### config.mk
export PLATFORM = sky130hd
export DESIGN_NAME = ir_emisor_pulsado
export DESIGN_NICKNAME = d
export VERILOG_FILES = /design/src/rtl/ir_emisor_pulsado.sv
export SDC_FILE = /design/constraint.sdc
export NUM_CORES = 1
export LEC_CHECK = 0
export ABC_CLOCK_PERIOD_IN_PS = 1900
export CAP_MARGIN = 5
export CORE_AREA = 2 2 78 80
export CTS_CLUSTER_SIZE = 8
export DETAILED_ROUTE_END_ITERATION = 6
export DIE_AREA = 0 0 80 82
export GPL_ROUTABILITY_DRIVEN = 0
export SLEW_MARGIN = 0
export SYNTH_ARGS = -nofsm -noshare
export SYNTH_HDL_FRONTEND = slang
export SYNTH_SLANG_ARGS = --single-unit
### constraint.sdc
create_clock -name clk -period 1.9 [get_ports clk]
set_input_delay 0.57 -clock clk [delete_from_list [all_inputs] [get_ports clk]]
set_output_delay 0.57 -clock clk [all_outputs]
set_load 0.01 [all_outputs]
### src/rtl/ir_emisor_pulsado.sv
// Pulsed IR emitter scanner: lights one channel at a time, samples each receiver
// dark then lit, and reports only reflections that are absent in ambient light.
module ir_emisor_pulsado #(
  parameter int N_CH         = 5,
  parameter int PHASE_CYCLES = 1000
) (
  input  logic            clk,
  input  logic            rst_n,
  input  logic            enable,
  input  logic [N_CH-1:0] infras_in,
  output logic [N_CH-1:0] leds,
  output logic [N_CH-1:0] infras_out,
  output logic [N_CH-1:0] ambient_out,
  output logic            valid,
  output logic            busy
);

  localparam int CNT_W = (PHASE_CYCLES > 1) ? $clog2(PHASE_CYCLES) : 1;
  localparam int CH_W  = (N_CH > 1) ? $clog2(N_CH) : 1;
  localparam logic [CNT_W-1:0] CNT_LAST = CNT_W'(PHASE_CYCLES - 1);
  localparam logic [CH_W-1:0]  CH_LAST  = CH_W'(N_CH - 1);
  localparam logic [N_CH-1:0]  ONE      = N_CH'(1);

  generate
    if (PHASE_CYCLES < 4) begin : g_bad_phase
      $error("ir_emisor_pulsado: PHASE_CYCLES must be >= 4");
    end
  endgenerate

  typedef enum logic [1:0] {IDLE, DARK, LIT} state_t;

  state_t          state;
  logic [CH_W-1:0] ch;
  logic [CNT_W-1:0] cnt;
  logic [N_CH-1:0] sync_p0, sync_p1;
  logic [N_CH-1:0] amb, lit;
  logic [N_CH-1:0] lit_fresh;

  // Stage p0/p1: two-flop synchronizer for the asynchronous receiver lines
  always_ff @(posedge clk or negedge rst_n) begin
    if (!rst_n) begin
      sync_p0 <= '0;
      sync_p1 <= '0;
    end else begin
      sync_p0 <= infras_in;
      sync_p1 <= sync_p0;
    end
  end

  // Lit vector with the current channel's bit already replaced by the live sample,
  // so the final channel of a frame is committed on the same edge it is sampled.
  always_comb begin
    lit_fresh     = lit;
    lit_fresh[ch] = sync_p1[ch];
  end

  always_ff @(posedge clk or negedge rst_n) begin
    if (!rst_n) begin
      state       <= IDLE;
      ch          <= '0;
      cnt         <= '0;
      amb         <= '0;
      lit         <= '0;
      leds        <= '0;
      infras_out  <= '0;
      ambient_out <= '0;
      valid       <= 1'b0;
      busy        <= 1'b0;
    end else begin
      valid <= 1'b0;
      case (state)
        IDLE: begin
          leds <= '0;
          if (enable) begin
            state <= DARK;
            ch    <= '0;
            cnt   <= '0;
            busy  <= 1'b1;
          end else begin
            busy <= 1'b0;
          end
        end
        DARK: begin
          if (cnt == CNT_LAST) begin
            amb[ch] <= sync_p1[ch];
            cnt     <= '0;
            state   <= LIT;
            leds    <= ONE << ch;
          end else begin
            cnt <= cnt + CNT_W'(1);
          end
        end
        LIT: begin
          if (cnt == CNT_LAST) begin
            lit  <= lit_fresh;
            cnt  <= '0;
            leds <= '0;
            if (ch == CH_LAST) begin
              infras_out  <= lit_fresh & ~amb;
              ambient_out <= amb;
              valid       <= 1'b1;
              ch          <= '0;
              if (enable) begin
                state <= DARK;
              end else begin
                state <= IDLE;
                busy  <= 1'b0;
              end
            end else begin
              ch    <= ch + CH_W'(1);
              state <= DARK;
            end
          end else begin
            cnt <= cnt + CNT_W'(1);
          end
        end
        default: begin
          state <= IDLE;
          leds  <= '0;
          busy  <= 1'b0;
        end
      endcase
    end
  end

endmodule

==> flow_metrics.tcl <==
set metrics [dict create \
    run_status "complete, no violations" \
    layout-drive-gt1-share_pct 17.54 \
    vias 1844 \
    slowest_delay_ps 550 \
    wl_per_cell_um 14.57 \
    drt-pass1-iter-count 4 \
    ys_async_sr_fraction_pct 100.0 \
    setup_viol 0 \
    placed_area_um2 2952 \
    fp-row-count 28 \
    finalNonFillerCells 343 \
    port_buffers 24 \
    cts_tree "yes" \
    synthDistinctLibCells 42 \
    cts_setup_buffers 0 \
    ant_nets 0 \
    synth-seq-cells 52 \
    yosysWarnings 0 \
    diodes 0 \
    worstRegToRegCells 5 \
    dp.cells 335 \
    vias_per_cell 5.376 \
    grt_pass1_wl_mm 8.728 \
    timing.final.max_slew_violations 0 \
    h-tree-depth 2 \
    fin_ws_ps 89.82 \
    io_pins 25 \
    place_hpwl_mm 3.615 \
    hold-worst-slack_ps 210.6 \
    final_area_um2 3059 \
    min_path_type "input pin to async pin" \
    worst-path-buf-inv 1 \
    seqPwrFrac_pct 47.3 \
    ys_seq_area_share_pct 51.97 \
    antenna_found_initial 0 \
    p_int_w 0.001850 \
    die_y_um 82 \
    timing.final.crit_share_pct 95.27 \
    floorplan.initialDensity_pct 43.58 \
    slowest_stage "clkdlybuf4s50_1" \
    pre_cts_slack_ps -193.7 \
    die-area_um2 6560 \
    die_w_um 80 \
    fin_nets 285 \
    routed_wl_mm 4.996 \
    crit_path_start "busy" \
    relSlewSlack_pct 67.06 \
    critPathMaxFanout 3 \
    grt_max_degree 21 \
    cts_buffers 5 \
    fillers 517 \
    layout_min_cycle_time_ps 1810 \
    overflow 0 \
    cp.required_ps 1330 \
    p_sw_share_pct 29.13 \
    cp.depth 1 \
    final.setup_skew_ps 7.442 \
    drv_cap 0 \
    insertion_delay_ps 310 \
    pwr-share-clk_pct 29.0 \
    clockBufferDepth 2 \
    cts_hold_repair.buffers 0 \
    synth_edf_count 0 \
    comb_power_share_pct 23.7 \
    fmax_mhz 552.4 \
    tightest_slew_ps 494.2 \
    netlist_area_um2 2504 \
    cts.clk_slew.worst_paths_ps 90 \
    cts_root_buf "clkbuf_8" \
    finalHoldViolations 0 \
    core_region_area_um2 5746 \
    worst_setup_path_end_kind "output port" \
    grtUsageTotal_pct 17.11 \
    path_class "flop to output port" \
    drt_iter0_drc 86 \
    drc 0 \
    synth_fp_nets 247 \
    area_delta_synth_final_pct 22.19 \
    ir_drop_v 0.0004712 \
    power_per_cell_area_nw_per_um2 853.5 \
    p_leak_nw 1.372 \
    ys.flop_type "dfrtp_1" \
    critPathTopFamily "buffers and inverters" \
    grt_pass1_vias 1832 \
    syn_avg_cell_area_um2 10.93 \
    power_switching_w 0.0007604 \
    timing.rr.start "cnt[1]" \
    start_kind "flop" \
    syn_inst 229 \
    cts_resized 0 \
    cts.sinks 52 \
    cp.arrival_ps 1240 \
    crit_chain "clkdlybuf4s50_1" \
    rsz0062_at_grt "no" \
    fin_tns_setup_ps 0 \
]
[synthesized netlist by cell type (2+ instances only)]
cell       n  share of area (%)
clkbuf_1   7                1.0
mux2_2    14                6.3
o211ai_1   7                2.1
nor2b_1    3               0.75
ha_1      10                5.0
dfrtp_1   52                 52
a21oi_1    6                1.2
or4_1      2               0.60
o21ai_0    7                1.4
mux2_1     2               0.90
nand2_1   20                3.0
nand4_1    3               0.75
nor4b_1    2               0.70
or3_1      2               0.50
and3_1     2               0.50
buf_6      2               0.90
a22o_1     2               0.70
mux2i_1    6                2.4
nand3b_1   2               0.60
buf_2      4               0.80
nor4_1     2               0.50
inv_1      7                1.0
nor3_1     7                1.4
nand2b_1   2               0.50
o31ai_1    6                1.8
and2_1     3               0.75
nand3_1   19                3.8
nor2_1    11                1.6
xnor2_1    4                1.4
[per-stage QoR]
| stage | power, W | utilization [%] |
|---|---|---|
| 2_1_floorplan | 0.001593 | - |
| 4_1_cts | 0.002634 | 53.24 |
| 6_report | 0.002611 | 53.24 |
| 3_5_place_dp | 0.001875 | 51.37 |
| 3_3_place_gp | 0.001868 | 51.37 |
| 5_1_grt | 0.002764 | 53.24 |
[final cells by class]
| type | count | area [um^2] | share of cell area [%] |
|---|---|---|---|
| Clock inverter | 2 | 35.03 | 1.145 |
| Multi-Input combinational cell | 156 | 1100 | 35.95 |
| Clock buffer | 6 | 72.57 | 2.372 |
| Tap cell | 75 | 93.84 | 3.067 |
| Timing Repair Buffer | 45 | 430.4 | 14.07 |
| Sequential cell | 52 | 1301 | 42.54 |
| Inverter | 7 | 26.28 | 0.8589 |
[metal layers]
metal	vias to the layer above	part of all wire, %	wire, um	global-route usage, %
met4	0	1.1	53	4.407
met3	7	3.0	149	4.725
met2	22	49	2434	29.58
li1	893	-	-	-
met1	922	47	2359	21.22
met5	-	0	0	0
[flip-flops by register name (all words and copies together), names as in the netlist, 2 cells and up]
signal / cells
sync_p0: 5
leds: 5
infras_out: 5
ch: 3
cnt: 10
amb: 5
state: 2
lit: 5
sync_p1: 5
ambient_out: 5
[path summary, 6_finish.rpt]
| path | slack [ps] | endpoint |
|---|---|---|
| worst max-delay path | 90 | busy |
| worst min-delay path | 210 | ambient_out[0] |
| worst max register to register | 110 | state[0] |
| worst min register to register | 350 | sync_p1[1] |
| max in group asynchronous | 1220 | cnt[3] |
| min in group clk | 350 | sync_p1[1] |
[cells by family after synthesis]
kind of cell | Yosys count | share of synthesized area, %
DFF | 52 | 51.97
AOI/OAI and AO/OA | 34 | 9.145
buffers and inverters | 21 | 4.098
xor gates and xnor gates | 4 | 1.399
adders and majority gates | 10 | 4.998
and+or+nand+nor | 85 | 17.89
muxes | 23 | 10.49
[power by group through the flow]
stage	clock network, W	registers [W]	logic [W]
floorplan	0	0.00125	0.000342
global route	0.000821	0.00125	0.000697
finish	0.000756	0.00123	0.000620
CTS	0.000776	0.00123	0.000623
global placement	0	0.00125	0.000613
detailed placement	0	0.00126	0.000619
[cell usage in the layout, fill, tap and decap left out, drive strengths merged, types with 3 or more instances in the layout]
master         instances
mux2                  16
o31ai                  6
and3                   3
and2                   4
inv                    7
o211ai                 7
nand2                 20
o21ai                  8
a21oi                  6
xnor2                  4
nor2                  11
buf                   22
dfrtp                 52
ha                    10
clkdlybuf4s50         23
nor3                   7
mux2i                  6
nand3                 19
clkbuf                 6
nor2b                  3
nand4                  4
No activity file was read; power rests on OpenSTA's default activity.
